### src/rtl/robo_controlador.sv
// Left-hand-rule wall follower that sequences the map/sensor block.
// Each 3-cycle decision reads head/left and issues a forward move or a quarter turn.
module robo_controlador #(
   parameter int         MAX_PASSOS     = 200,
   parameter int         PASSOS_W       = 8,
   parameter logic [2:0] ORIENT_INICIAL = 3'b001
) (
   input  logic                clockc1,
   input  logic                reset,
   input  logic                iniciar,
   input  logic                parar,
   input  logic                head,
   input  logic                left,
   output logic [2:0]          acao,
   output logic [2:0]          orientacao,
   output logic                ocupado,
   output logic                concluido,
   output logic                erro,
   output logic [PASSOS_W-1:0] passos
);

   typedef enum logic [2:0] {
      OCIOSO,
      ESPERA1,
      ESPERA2,
      DECIDE,
      CONCLUIDO,
      ERRO
   } estado_t;

   localparam logic [2:0] NORTE = 3'b001;
   localparam logic [2:0] OESTE = 3'b010;
   localparam logic [2:0] LESTE = 3'b011;
   localparam logic [2:0] SUL   = 3'b100;

   estado_t             estado, estado_n;
   logic [2:0]          acao_n, orientacao_n;
   logic [PASSOS_W-1:0] passos_n;
   logic [1:0]          giros, giros_n;
   logic                virou_esq, virou_esq_n;
   logic                ocupado_n, concluido_n, erro_n;

   function automatic logic [2:0] gira_esq(input logic [2:0] o);
      case (o)
         NORTE:   gira_esq = OESTE;
         OESTE:   gira_esq = SUL;
         SUL:     gira_esq = LESTE;
         LESTE:   gira_esq = NORTE;
         default: gira_esq = NORTE;
      endcase
   endfunction

   function automatic logic [2:0] gira_dir(input logic [2:0] o);
      case (o)
         NORTE:   gira_dir = LESTE;
         LESTE:   gira_dir = SUL;
         SUL:     gira_dir = OESTE;
         OESTE:   gira_dir = NORTE;
         default: gira_dir = NORTE;
      endcase
   endfunction

   always_ff @(posedge clockc1 or posedge reset) begin
      if (reset) begin
         estado     <= OCIOSO;
         acao       <= 3'b000;
         orientacao <= ORIENT_INICIAL;
         passos     <= '0;
         giros      <= 2'd0;
         virou_esq  <= 1'b0;
         ocupado    <= 1'b0;
         concluido  <= 1'b0;
         erro       <= 1'b0;
      end else begin
         estado     <= estado_n;
         acao       <= acao_n;
         orientacao <= orientacao_n;
         passos     <= passos_n;
         giros      <= giros_n;
         virou_esq  <= virou_esq_n;
         ocupado    <= ocupado_n;
         concluido  <= concluido_n;
         erro       <= erro_n;
      end
   end

   // acao defaults to 000 so a move command lives only in the cycle after DECIDE
   always_comb begin
      estado_n     = estado;
      acao_n       = 3'b000;
      orientacao_n = orientacao;
      passos_n     = passos;
      giros_n      = giros;
      virou_esq_n  = virou_esq;

      case (estado)
         OCIOSO, CONCLUIDO, ERRO: begin
            if (iniciar) begin
               estado_n    = ESPERA1;
               passos_n    = '0;
               giros_n     = 2'd0;
               virou_esq_n = 1'b0;
            end
         end
         ESPERA1: estado_n = ESPERA2;
         ESPERA2: estado_n = DECIDE;
         DECIDE: begin
            if (parar) begin
               estado_n = CONCLUIDO;
            end else if (passos == PASSOS_W'(MAX_PASSOS)) begin
               estado_n = CONCLUIDO;
            end else if (!left && !virou_esq) begin
               orientacao_n = gira_esq(orientacao);
               virou_esq_n  = 1'b1;
               giros_n      = 2'd0;
               estado_n     = ESPERA1;
            end else if (!head) begin
               acao_n      = orientacao;
               passos_n    = passos + PASSOS_W'(1);
               virou_esq_n = 1'b0;
               giros_n     = 2'd0;
               estado_n    = ESPERA1;
            end else if (giros == 2'd3) begin
               estado_n = ERRO;
            end else begin
               orientacao_n = gira_dir(orientacao);
               virou_esq_n  = 1'b0;
               giros_n      = giros + 2'd1;
               estado_n     = ESPERA1;
            end
         end
         default: estado_n = OCIOSO;
      endcase

      ocupado_n   = (estado_n == ESPERA1) || (estado_n == ESPERA2) || (estado_n == DECIDE);
      concluido_n = (estado_n == CONCLUIDO);
      erro_n      = (estado_n == ERRO);
   end

endmodule

### config.mk
export PLATFORM = sky130hd
export DESIGN_NAME = robo_controlador
export DESIGN_NICKNAME = d
export VERILOG_FILES = /design/src/rtl/robo_controlador.sv
export SDC_FILE = /design/constraint.sdc
export NUM_CORES = 1
export LEC_CHECK = 0
export ABC_AREA = 1
export CORE_AREA = 3 3 56 58
export CTS_CLUSTER_DIAMETER = 80
export CTS_CLUSTER_SIZE = 16
export DETAILED_ROUTE_END_ITERATION = 6
export DIE_AREA = 0 0 59 61
export PLACE_DENSITY_LB_ADDON = 0.08
export SYNTH_ARGS = -nofsm -noshare
export SYNTH_HDL_FRONTEND = slang
export SYNTH_SLANG_ARGS = --single-unit
### constraint.sdc
create_clock -name clockc1 -period 1.5 [get_ports clockc1]
set_input_delay 0.45 -clock clockc1 [delete_from_list [all_inputs] [get_ports clockc1]]
set_output_delay 0.45 -clock clockc1 [all_outputs]
set_load 0.03 [all_outputs]
**Word-level counts from Yosys, hierarchy flattened**

Cells that the tools add are included.

- Add/subtract/negate cells: 2
- Muxes and demuxes: 37
- Bitwise operators: 2
- Eq/ne operators: 23
- Reductions and logical operators: 12

Operator list:

| cell | number |
|---|---|
| $mux 3 | 14 |
| $mux 8 | 5 |
| $eq 3x2->1 const B | 6 |
| $pmux 3 s3 | 2 |
| $pmux 8 s2 | 1 |
| $eq 3x3->1 const B | 5 |
| $mux 2 | 6 |
| $ne 2x2->1 const B | 6 |
| $pmux 3 s4 | 1 |
| $reduce_and 5->1 | 2 |
| $eq 3x1->1 const B | 3 |
| $add 8x1->8 const B | 1 |
| $eq 8x8->1 const B | 1 |
| $mux 1 | 6 |
| $reduce_and 6->1 | 1 |
| $ne 4x4->1 const B | 1 |
| $pmux 2 s2 | 1 |
| $reduce_bool 2->1 | 2 |
| $logic_not 3->1 | 1 |
| $reduce_or 3->1 | 1 |
| $add 2x1->2 const B | 1 |
| $eq 2x2->1 const B | 1 |
| $logic_not 1->1 | 2 |
| $logic_or 1x1->1 | 2 |
| 3 further kinds | 4 |

- Bits of input ports: 6
- Output and inout bits: 17
- Bits in registers: 23
- Logic and storage cells: 85

**Longest topological paths before layout**

Gate-level depths: netlist of the first run.

- Depth in word-level cells: 10
- Mapped depth: 10
- Gate-level depth less buffers: 10

**Least setup slack after synthesis of the first run**

Ideal clock, no wire load.

- Kind: register to register
- Start point: register passos[0]
- End point: register giros[0]
- Path slack: 0.028 ns
- Stages on the path, launching flop included: 11
- Period minus slack after synthesis: 1.472 ns
- Arrival time: 1.354 ns
- Setup time: 0.117 ns
- Data required time: 1.383 ns
- Buffers on the path: 0
- Cells stage by stage: dfrtp_1 inv_1 ha_1 inv_1 nor2_1 nand2_2 nand2_1 nand2_1 nand2_2 nand2_1 nand2_1

- Word-level cells in the longest chain between the ends: 3

RTL lines:

| item | line | RTL |
|---|---|---|
| start, declared | 19 | `output logic [PASSOS_W-1:0] passos` |
| start signal, assigned | 78 | `passos <= passos_n;` |
| $eq 8x8->1 | 110 | `end else if (passos == PASSOS_W'(MAX_PASSOS)) begin` |
| $ne 2x2->1 (no line) | - |  |
| $reduce_and 5->1 (no line) | - |  |
| end signal, assigned | 79 | `giros <= giros_n;` |
| end, declared | 39 | `logic [1:0] giros, giros_n;` |

Every way passes these cells.
A chain may end at the register's enable or synchronous reset.

**Worst setup path in the final report of the first run**

- Start point: register passos[2]
- End point: output port passos[2]

No word-level cell between the ends.

==> results by group, run 1 <==
Status
  – Run status: finished, final reports clean

Clocking
  – Count of H-tree levels built during CTS: 1
  – Bufs on Longest Clock Path: 2
  – Number of sinks handled by clock tree synthesis: 23
  – Clock latency on the worst-skew pair: 0.31 ns
  – CTS tree: built
  – Clock slew at the register clock pins of the worst setup and hold paths: 0.13 ns
  – Clock root cell: sky130_fd_sc_hd__clkbuf_4
  – Total clock buffers created by CTS: 3
  – Hold_buf cts: 0

Timing
  – Setup repair after global routing missed its margin: yes
  – Number of max-slew violations in the final report: 0
  – Max Freq: 684.4 MHz
  – Setup clock skew after layout: 0.007194 ns
  – Hold violation total from the final report: 0
  – Ratio of final minimum period to clock period: 0.9742
  – Total of endpoints with negative setup slack in the final report: 0
  – Relative slew margins: 0.8337
  – Final min period: 1.461 ns
  – Transition time at the pin with the least slew margin: 0.2492 ns
  – Final sum of negative setup slack: 0 ns

Synth
  – Average cell area after synthesis: 7.342 um^2
  – Fraction of the yosys area taken by sequential cells: 0.4157
  – Synth Cell Area: 1388 um^2
  – Multiplexer area fraction after synthesis: 0
  – Total nets after synthesis: 198
  – Share of Yosys cell area claimed by the top area cell type: 0.3968
  – Main combinational cell family by area after synthesis: simple AND/OR/NAND/NOR gates
  – Synth Area in XOR/XNOR: 0.006312
  – Most area-consuming cells after synthesis: sky130_fd_sc_hd__dfrtp_1 40%, sky130_fd_sc_hd__nand2_1 20%, sky130_fd_sc_hd__nand3_1 6.1%
  – Post-synth EDFFs: 0
  – Cells after synthesis: 189
  – Post-Synth Adder-Cell Area: 0.02705
  – Fraction of registers with async set/reset: 1.000
  – Cell taking the most area after synthesis: sky130_fd_sc_hd__dfrtp_1
  – Complex-gate fraction of the synthesized area: 0.03877
  – Most used DFF post-synth: sky130_fd_sc_hd__dfrtp_1
  – Warning count from the yosys run: 0
  – Area share of and/or/nand/nor cells after synthesis: 0.4391
  – Post-synth cell types: 29
  – Post-synthesis register bit count: 23

Setup path
  – RR Startpoint: passos[0]
  – Data arrival time of the critical path: 1.01 ns
  – Critical path class: register to output pin
  – Data required time at the worst endpoint: 1.05 ns
  – CP endpoint kind: output pin
  – Timing startpoint of the critical path: passos[2]
  – Startpoint kind of the worst setup timing path: register
  – Critical path fanouts, max: 6

Floorplanning
  – DIE AREA: 3599 um^2
  – Die X-Extent: 59 um
  – Number of I/O pins: 23
  – Initial standard-cell utilization of the core: 0.5120
  – Site row count: 19
  – Standard cell core area: 2710 um^2
  – Die Span Y: 61 um

Placement
  – Count of buffers inserted at the top-level ports: 22
  – Placed wire-length estimate: 2126 um
  – Final RePlAce weighted congestion: 0.8717

Flow run
  – Count of max-cap constraint violations: 0

Detailed routing
  – First-pass DRT Iterations: 4
  – Average detailed-routed wire length per instance: 10.56 um
  – Count of nets left with antenna violations after detail routing: 0
  – Iter 0 DRT Violations: 101
  – Vias per std cell: 4.782
  – Via Count: 1,248
  – Wirelength, routed: 2756 um
  – Remaining DRCs: 0

Final layout
  – Fraction of final layout cells with drive strength greater than 1: 0.2478
  – Antenna diode count: 0
  – Final cell utilization of the core: 0.6560
  – Layout net count: 240
  – Most used cells in the layout excluding fill and tap cells: 73 x sky130_fd_sc_hd__nand2_1, 22 x sky130_fd_sc_hd__dfrtp_1, 22 x sky130_fd_sc_hd__buf_4, 20 x sky130_fd_sc_hd__inv_1, 19 x sky130_fd_sc_hd__nor2_1
  – Area Growth Syn to Fin: 28.13%
  – Most frequent standard cell in the layout excluding fill and tap cells: sky130_fd_sc_hd__nand2_1

Pwr
  – Highest ir drop seen on vdd: 1.075 mV
  – Static power due to leakage: 0.9701 nW
  – Cell Pwr Density: 1473 nW/um^2

Worst hold path
  – HP Class: input port to asynchronous set/reset pin

GRT
  – Via count of the first global-routing pass: 1,152
  – All-Layer GR Usage: 0.1691
  – Maximum number of pins on one net before global-route repair: 24
  – Wire length of the first global-routing pass: 4698 um
  – Total grt overflow: 0
  – Antenna violations before repair: 0
## final cells by class
class / instances / area, um^2
tap: 31 / 38.79
multi-input combinational: 141 / 721.9
timing repair buffer: 38 / 322.8
sequential: 23 / 576.8
inverter: 24 / 90.09
fill: 229 / 932.1
clock buffer: 3 / 22.52
clock inverter: 1 / 5.005
## flip-flops by register name (all words and copies together), names as in the netlist
register,count
passos,8
acao,3
estado,3
orientacao,3
giros,2
concluido,1
erro,1
ocupado,1
virou_esq,1
## synth_stat cells (2+ instances only)
library cell	number
sky130_fd_sc_hd__nand2_2	3
sky130_fd_sc_hd__nor2_1	21
sky130_fd_sc_hd__nand2_4	2
sky130_fd_sc_hd__inv_2	3
sky130_fd_sc_hd__inv_1	21
sky130_fd_sc_hd__o21ai_0	2
sky130_fd_sc_hd__nand2_1	73
sky130_fd_sc_hd__nor3_1	3
sky130_fd_sc_hd__nand3b_1	2
sky130_fd_sc_hd__dfrtp_1	22
sky130_fd_sc_hd__nand3_1	17
sky130_fd_sc_hd__ha_1	3
## through the flow
step | instances | setup WS, ns | hold slack, ns | instance area, um^2 | power (W)
final | 261 | 0.03877 | 0.4510 | 1778 | 0.002620
after CTS | 260 | 0.001914 | 0.4431 | 1762 | 0.002608
after global placement | 255 | -0.2076 | 0.4635 | 1725 | 0.002281
after detailed placement | 255 | -0.2276 | 0.4761 | 1725 | 0.002310
after floorplan | 189 | 0.02813 | 0.4459 | 1388 | 0.001905
after global routing | 261 | -0.02248 | 0.4475 | 1778 | 0.002833
## report_power, final
part	switching, W	internal [W]
Clock	0.000184	0.0000995
Sequential	0.000124	0.000762
Combinational	0.000916	0.000534
## path summary, 6_finish.rpt
check                                 to  slack (ns)  cells after the start
setup / recovery               passos[2]        0.04                      2
hold / removal                 passos[4]        0.45                      3
setup reg to reg           orientacao[0]        0.13                      9
hold reg to reg                 giros[1]        0.50                      2
max in group asynchronous  orientacao[0]        0.83                      3
min in group clockc1            giros[1]        0.50                      2
## cell families (layout without fill, tap and decap cells)
group,after synthesis,in the layout
simple gates,130,130
buf+inv,25,66
flops,23,23
compound gates,7,7
fa+ha+maj,3,3
xor+xnor,1,1
## what timing repair did
action                     CTS  global route
gates resized for setup     13            13
setup buffers                1             1
setup endpoints to repair    7            18
pin swaps                    0             1
## worst max-delay path, stage by stage, from the launching register on
cell	delay, ns
sky130_fd_sc_hd__dfrtp_1	0.39
sky130_fd_sc_hd__buf_4	0.15
sky130_fd_sc_hd__buf_4	0.16
## layer usage
metal | global-route usage | share of wire
met1 | 0.2150 | 0.46
met2 | 0.2886 | 0.50
met3 | 0.01915 | 0.033
met4 | 0.07767 | 0.0073
met5 | 0 | 0
(Power assumes the default switching activity.)
==> run 2, diff against run 1 <==
Settings changed: RECOVER_POWER set to 100.
==> run 2 against run 1 <==
Effect of this change:
- power decreased by 0.23%
- sequential share of layout area increased by 0.28 points
- worst setup slack about the same
- clock-buffer cell count unchanged
- critical path type unchanged
- sequential cell count is the same
- die area did not move
- wire length is 0.22% lower
- global-route usage unchanged
- largest power group unchanged
- register-to-register slack is essentially flat
- final area fell by 0.84%
- highest routed layer unchanged
- critical path depth did not move
==> results by group, run 2 (synthesis gave the netlist of run 1 again) <==
Setup path
  – Cell-by-cell listing of the critical path: buf_4, buf_4
  – Worst-case reg-to-reg path depth: 9
  – Critical path fanouts, max: 6
  – Timing startpoint of the critical path: passos[2]
  – Worst flop-to-flop path endpoint: orientacao[0]
  – Reg-to-reg setup timing slack: 0.13 ns
  – Highest-delay cell along the critical path: sky130_fd_sc_hd__dfrtp_1
  – Most used cell along the critical path: sky130_fd_sc_hd__buf_4
  – Critical path class: register to output pin
  – Data required time at the worst endpoint: 1.05 ns
  – RR Startpoint: passos[0]
  – CP bufs+invs: 2
  – Startpoint kind of the worst setup timing path: register
  – Cell family contributing the most delay on the critical path: flip-flops
  – CP max stage delay: 0.39 ns
  – CP endpoint kind: output pin
  – Data arrival time of the critical path: 1.01 ns

Pwr
  – Final total power: 0.002614 W
  – Combinational share of power: 0.552
  – Static power due to leakage: 0.9651 nW
  – Sequential group share of total power: 0.339
  – Share of power burned in the clock network: 0.109
  – Internal power: 0.001390 W
  – Switching share of power: 0.4680
  – Highest ir drop seen on vdd: 1.074 mV
  – Cell Pwr Density: 1483 nW/um^2
  – Net switching component of the power: 0.001223 W

Clocking
  – Clock slew at the register clock pins of the worst setup and hold paths: 0.13 ns
  – CTS tree: built
  – Number of sinks handled by clock tree synthesis: 23
  – Total clock buffers created by CTS: 3
  – Clock root cell: sky130_fd_sc_hd__clkbuf_4
  – Bufs on Longest Clock Path: 2
  – Count of H-tree levels built during CTS: 1
  – Hold_buf cts: 0
  – Clock latency on the worst-skew pair: 0.31 ns

Final layout
  – Area of the multi-input gates: 721.9 um^2
  – Number of flip-flops in the largest register: 8
  – Top reg by flops: passos
  – Design area: 1763 um^2
  – Antenna diode count: 0
  – Area taken by flip-flops and latches: 576.8 um^2
  – Most frequent standard cell in the layout excluding fill and tap cells: sky130_fd_sc_hd__nand2_1
  – Fraction of final layout cells with drive strength greater than 1: 0.2478
  – Layout net count: 240
  – Area Growth Syn to Fin: 27.05%
  – Most used cells in the layout excluding fill and tap cells: 73 x sky130_fd_sc_hd__nand2_1, 22 x sky130_fd_sc_hd__dfrtp_1, 22 x sky130_fd_sc_hd__buf_4, 20 x sky130_fd_sc_hd__inv_1, 19 x sky130_fd_sc_hd__nor2_1
  – Fill count: 231

Worst hold path
  – End of the worst hold path: giros[1]
  – HP Class: register to register
  – Worst Hold Path Cells: 2
  – Start point of the worst hold path: giros[1]

Detailed routing
  – Wirelength, routed: 2750 um
  – Vias per std cell: 4.785
  – Average detailed-routed wire length per instance: 10.54 um
  – Remaining DRCs: 0
  – Iter 0 DRT Violations: 102
  – Count of nets left with antenna violations after detail routing: 0
  – First-pass DRT Iterations: 4
  – Via Count: 1,249

Timing
  – Final min period: 1.461 ns
  – Ratio of final minimum period to clock period: 0.9741
  – Setup repair after global routing missed its margin: yes
  – Transition time at the pin with the least slew margin: 0.5543 ns
  – Number of max-slew violations in the final report: 0
  – Setup clock skew after layout: 0.007174 ns
  – Relative slew margins: 0.6305
  – Final sum of negative setup slack: 0 ns
  – Total of endpoints with negative setup slack in the final report: 0
  – Hold violation total from the final report: 0
  – Worst setup slack after layout: 0.03884 ns
  – Max Freq: 684.4 MHz

GRT
  – Total grt overflow: 0
  – All-Layer GR Usage: 0.1691
  – Antenna violations before repair: 0
  – Maximum number of pins on one net before global-route repair: 24
  – Wire length of the first global-routing pass: 4698 um
  – Via count of the first global-routing pass: 1,152

Placement
  – Worst setup slack before clock tree synthesis: -0.2276 ns
  – Final RePlAce weighted congestion: 0.8717
  – Cell area after placement: 1725 um^2
  – Placed wire-length estimate: 2126 um
  – Count of buffers inserted at the top-level ports: 22

Status
  – Run status: finished, final reports clean

Floorplanning
  – Initial standard-cell utilization of the core: 0.5120
  – Site row count: 19
  – Standard cell core area: 2710 um^2
  – Die Span Y: 61 um
  – DIE AREA: 3599 um^2
  – Die X-Extent: 59 um
  – Number of I/O pins: 23

Flow run
  – Count of max-cap constraint violations: 0
==> run 2: cell types whose count changed in the layout (fill, tap and decap cells not counted) <==
cell,delta
sky130_fd_sc_hd__clkdlybuf4s50_1,-1
sky130_fd_sc_hd__dlygate4sd3_1,+1
sky130_fd_sc_hd__clkbuf_2,+1
sky130_fd_sc_hd__buf_12,-1
==> run 2: worst reg2reg max path, delay by kind of cell, from the launching register on <==
kind	cells	cell delay (ns)
simple gates	6	0.68
flops	1	0.36
fa+ha+maj	1	0.18
buf+inv	2	0.10
==> run 2: repair_timing <==
action	CTS	global route
setup buffers	1	1
resized for setup	13	13
endpoints found under the setup margin	7	18
gates cloned	0	0
hold endpoints to repair	0	0
pin swaps	0	1
==> run 2: stage by stage <==
step	hold slack, ns	cells	utilization
floorplan	0.4459	189	-
global placement	0.4635	255	0.6367
detailed placement	0.4761	255	0.6367
CTS	0.4431	260	0.6500
global route	0.5396	261	0.6505
finish	0.5030	261	0.6505
==> run 2: how the worst max path moves through the flow <==
| stage | endpoint | slack [ns] | cells past startpoint |
|---|---|---|---|
| floorplan | giros[0] | 0.03 | 10 |
| global placement | giros[0] | -0.21 | 9 |
| detailed placement | virou_esq | -0.23 | 9 |
| CTS | acao[1] | 0.002 | 1 |
| global route | orientacao[0] | -0.02 | 9 |
| finish | passos[2] | 0.04 | 2 |
==> run 2: area by class of cell <==
cell class / count / share of cell area
flip-flops and latches: 23 / 0.3272
repair buffers: 38 / 0.1746
inverters: 24 / 0.05110
well taps: 31 / 0.02200
clock buffers: 3 / 0.01278
multi-input cells: 141 / 0.4095
clock inverters: 1 / 0.002839
==> run 2: power groups by stage <==
stage	clock, W	combinational, W	sequential, W
floorplan	0	0.000861	0.00104
global placement	0	0.00139	0.000889
detailed placement	0	0.00141	0.000895
CTS	0.000303	0.00143	0.000872
global route	0.000320	0.00160	0.000903
finish	0.000284	0.00144	0.000886
==> run 2: routing by layer <==
metal  routed length [um]  track usage  vias to the layer above
li1                     -            -                      669
met2                 1377       0.2886                       22
met3                   92      0.01915                        2
met1                 1259       0.2150                      556
met5                    0            0                        -
met4                   20      0.07767                        0
==> run 3, diff against run 2 <==
--- a/config.mk
+++ b/config.mk
@@ -13,2 +13,3 @@
 export DIE_AREA = 0 0 59 61
+export GPL_ROUTABILITY_DRIVEN = 1
 export PLACE_DENSITY_LB_ADDON = 0.08
==> constraint.sdc (replaced) <==
create_clock -name clockc1 -period 1.5 [get_ports clockc1]
set_input_delay 0.15 -clock clockc1 [delete_from_list [all_inputs] [get_ports clockc1]]
set_output_delay 0.15 -clock clockc1 [all_outputs]
set_load 0.03 [all_outputs]
==> run 3 against run 2 <==
Effect of this change:
- register-to-register slack about the same
- combinational power decreased by 6%
- clock skew increased by 0.0012 ns
- non-clock buffer count decreased by 10
- power decreased by 3.0%
- via count increased by 0.24%
- final area decreased by 5.3%
- maximum frequency about the same
- sequential power increased by 0.7%
- clock-buffer cell count increased by 1
- sequential share of layout area increased by 1.8 points
- critical path type unchanged
- largest cell class unchanged
- highest routed layer unchanged
==> results by group, run 3 (synthesis gave the netlist of run 1 again) <==
Final layout
  – Final cell utilization of the core: 0.6163
  – Antenna diode count: 0
  – Most frequent standard cell in the layout excluding fill and tap cells: sky130_fd_sc_hd__nand2_1
  – Area Growth Syn to Fin: 20.38%
  – Most used cells in the layout excluding fill and tap cells: 73 x sky130_fd_sc_hd__nand2_1, 22 x sky130_fd_sc_hd__dfrtp_1, 21 x sky130_fd_sc_hd__inv_1, 20 x sky130_fd_sc_hd__nor2_1, 17 x sky130_fd_sc_hd__nand3_1
  – Top reg by flops: passos
  – Number of flip-flops in the largest register: 8
  – Fraction of final layout cells with drive strength greater than 1: 0.1182
  – Non-filler cells in the finished layout: 251
  – Layout net count: 230
  – Design area: 1670 um^2

Clocking
  – Clock root cell: sky130_fd_sc_hd__clkbuf_4
  – Clock latency on the worst-skew pair: 0.31 ns
  – Count of H-tree levels built during CTS: 1
  – Total clock buffers created by CTS: 3
  – Number of sinks handled by clock tree synthesis: 23
  – Postcts setup bufs: 0
  – Clock slew at the register clock pins of the worst setup and hold paths: 0.13 ns
  – CTS tree: built
  – Hold_buf cts: 0
  – Bufs on Longest Clock Path: 2

Setup path
  – CP bufs+invs: 1
  – Cell-by-cell listing of the critical path: clkdlybuf4s50_1
  – RR Startpoint: passos[1]
  – Reg-to-reg setup timing slack: 0.13 ns
  – Cell family contributing the most delay on the critical path: buffers and inverters
  – CP endpoint kind: output pin
  – CP max stage delay: 0.66 ns
  – Data arrival time of the critical path: 1.31 ns
  – Highest-delay cell along the critical path: sky130_fd_sc_hd__clkdlybuf4s50_1
  – Critical path class: register to output pin
  – Startpoint kind of the worst setup timing path: register
  – Worst flop-to-flop path endpoint: passos[5]
  – Critical path fanouts, max: 1
  – Worst-case reg-to-reg path depth: 10
  – Data required time at the worst endpoint: 1.35 ns

Detailed routing
  – Remaining DRCs: 0
  – Iter 0 DRT Violations: 34
  – Count of nets left with antenna violations after detail routing: 0
  – Via Count: 1,252
  – Wirelength, routed: 2806 um
  – First-pass DRT Iterations: 5
  – Vias per std cell: 4.988
  – Average detailed-routed wire length per instance: 11.18 um

Placement
  – Cell area after placement: 1680 um^2
  – Worst setup slack before clock tree synthesis: 0.03339 ns
  – Placed wire-length estimate: 2190 um
  – Post-Place Cells: 247
  – Count of buffers inserted at the top-level ports: 22
  – Final RePlAce weighted congestion: 0.8608

Pwr
  – Internal power: 0.001327 W
  – Net switching component of the power: 0.001208 W
  – Cell Pwr Density: 1518 nW/um^2
  – Static power due to leakage: 0.9226 nW
  – Highest ir drop seen on vdd: 1.158 mV
  – Share of power burned in the clock network: 0.112
  – Sequential group share of total power: 0.352
  – Combinational share of power: 0.537
  – Switching share of power: 0.4764

GRT
  – All-Layer GR Usage: 0.1739
  – Antenna violations before repair: 0
  – Via count of the first global-routing pass: 1,173
  – Total grt overflow: 0
  – Maximum number of pins on one net before global-route repair: 24
  – Wire length of the first global-routing pass: 4781 um

Timing
  – Setup repair after global routing missed its margin: no
  – Worst setup slack after layout: 0.03773 ns
  – Relative slew margins: 0.6208
  – Number of max-slew violations in the final report: 0
  – Ratio of final minimum period to clock period: 0.9748
  – Final sum of negative setup slack: 0 ns
  – Final min period: 1.462 ns
  – Max Freq: 683.9 MHz
  – Transition time at the pin with the least slew margin: 0.5688 ns
  – Setup clock skew after layout: 0.008365 ns
  – Hold violation total from the final report: 0
  – Total of endpoints with negative setup slack in the final report: 0

Floorplanning
  – Number of I/O pins: 23
  – Standard cell core area: 2710 um^2
  – Die X-Extent: 59 um
  – Die Span Y: 61 um
  – Site row count: 19
  – Initial standard-cell utilization of the core: 0.5120
  – DIE AREA: 3599 um^2

Status
  – Run status: finished, final reports clean

Worst hold path
  – HP Class: input port to asynchronous set/reset pin

Flow run
  – Count of max-cap constraint violations: 0
==> run 3: cell types whose count changed in the layout (fill, tap and decap cells not counted), moves of 3 or more <==
cell / change
sky130_fd_sc_hd__clkbuf_2: -3
sky130_fd_sc_hd__clkbuf_1: +5
sky130_fd_sc_hd__dlygate4sd2_1: +11
sky130_fd_sc_hd__buf_6: -4
sky130_fd_sc_hd__buf_4: -18
==> run 3: layout make-up <==
cell class,instances,area (um^2)
Clock buffer,4,26.28
Fill cell,257,1040
Inverter,24,92.59
Multi-Input combinational cell,141,714.4
Sequential cell,23,576.8
Tap cell,31,38.79
Timing Repair Buffer,28,221.5
==> run 3: how the worst max path moves through the flow <==
stage / startpoint / cells past startpoint / slack [ns] / endpoint
after global placement: left / 9 / 0.06 / giros[0]
after floorplan: passos[0] / 10 / 0.03 / giros[0]
after detailed placement: left / 9 / 0.03 / giros[0]
after CTS: ocupado / 1 / 0.001 / ocupado
after global routing: concluido / 1 / 0.00008 / concluido
final: concluido / 1 / 0.04 / concluido
==> run 3: power by group through the flow <==
stage / sequential [W] / clock, W / combinational (W)
floorplan: 0.00104 / 0 / 0.000861
global placement: 0.000890 / 0 / 0.00139
detailed placement: 0.000896 / 0 / 0.00142
CTS: 0.000883 / 0.000294 / 0.00138
global route: 0.000911 / 0.000307 / 0.00152
finish: 0.000892 / 0.000283 / 0.00136
==> run 3: metal layers <==
layer  track usage  vias to the layer above  wire [um]
met5             0                        -          0
met4       0.09709                        0         31
met3       0.02128                        4        129
met2        0.3076                       25       1446
met1        0.2042                      575       1198
li1              -                      648          -
==> run 3: repair_timing <==
action | CTS | global route
hold endpoints to repair | 0 | 0
gates cloned | 0 | 0
endpoints found under the setup margin | 11 | 8
gates resized for setup | 11 | 8
==> run 3: stage by stage <==
stage          total power, W  hold slack, ns
5_1_grt              0.002738          0.4484
3_3_place_gp         0.002276          0.4633
4_1_cts              0.002562          0.1717
6_report             0.002535          0.4000
3_5_place_dp         0.002315          0.4910
2_1_floorplan        0.001905          0.1512
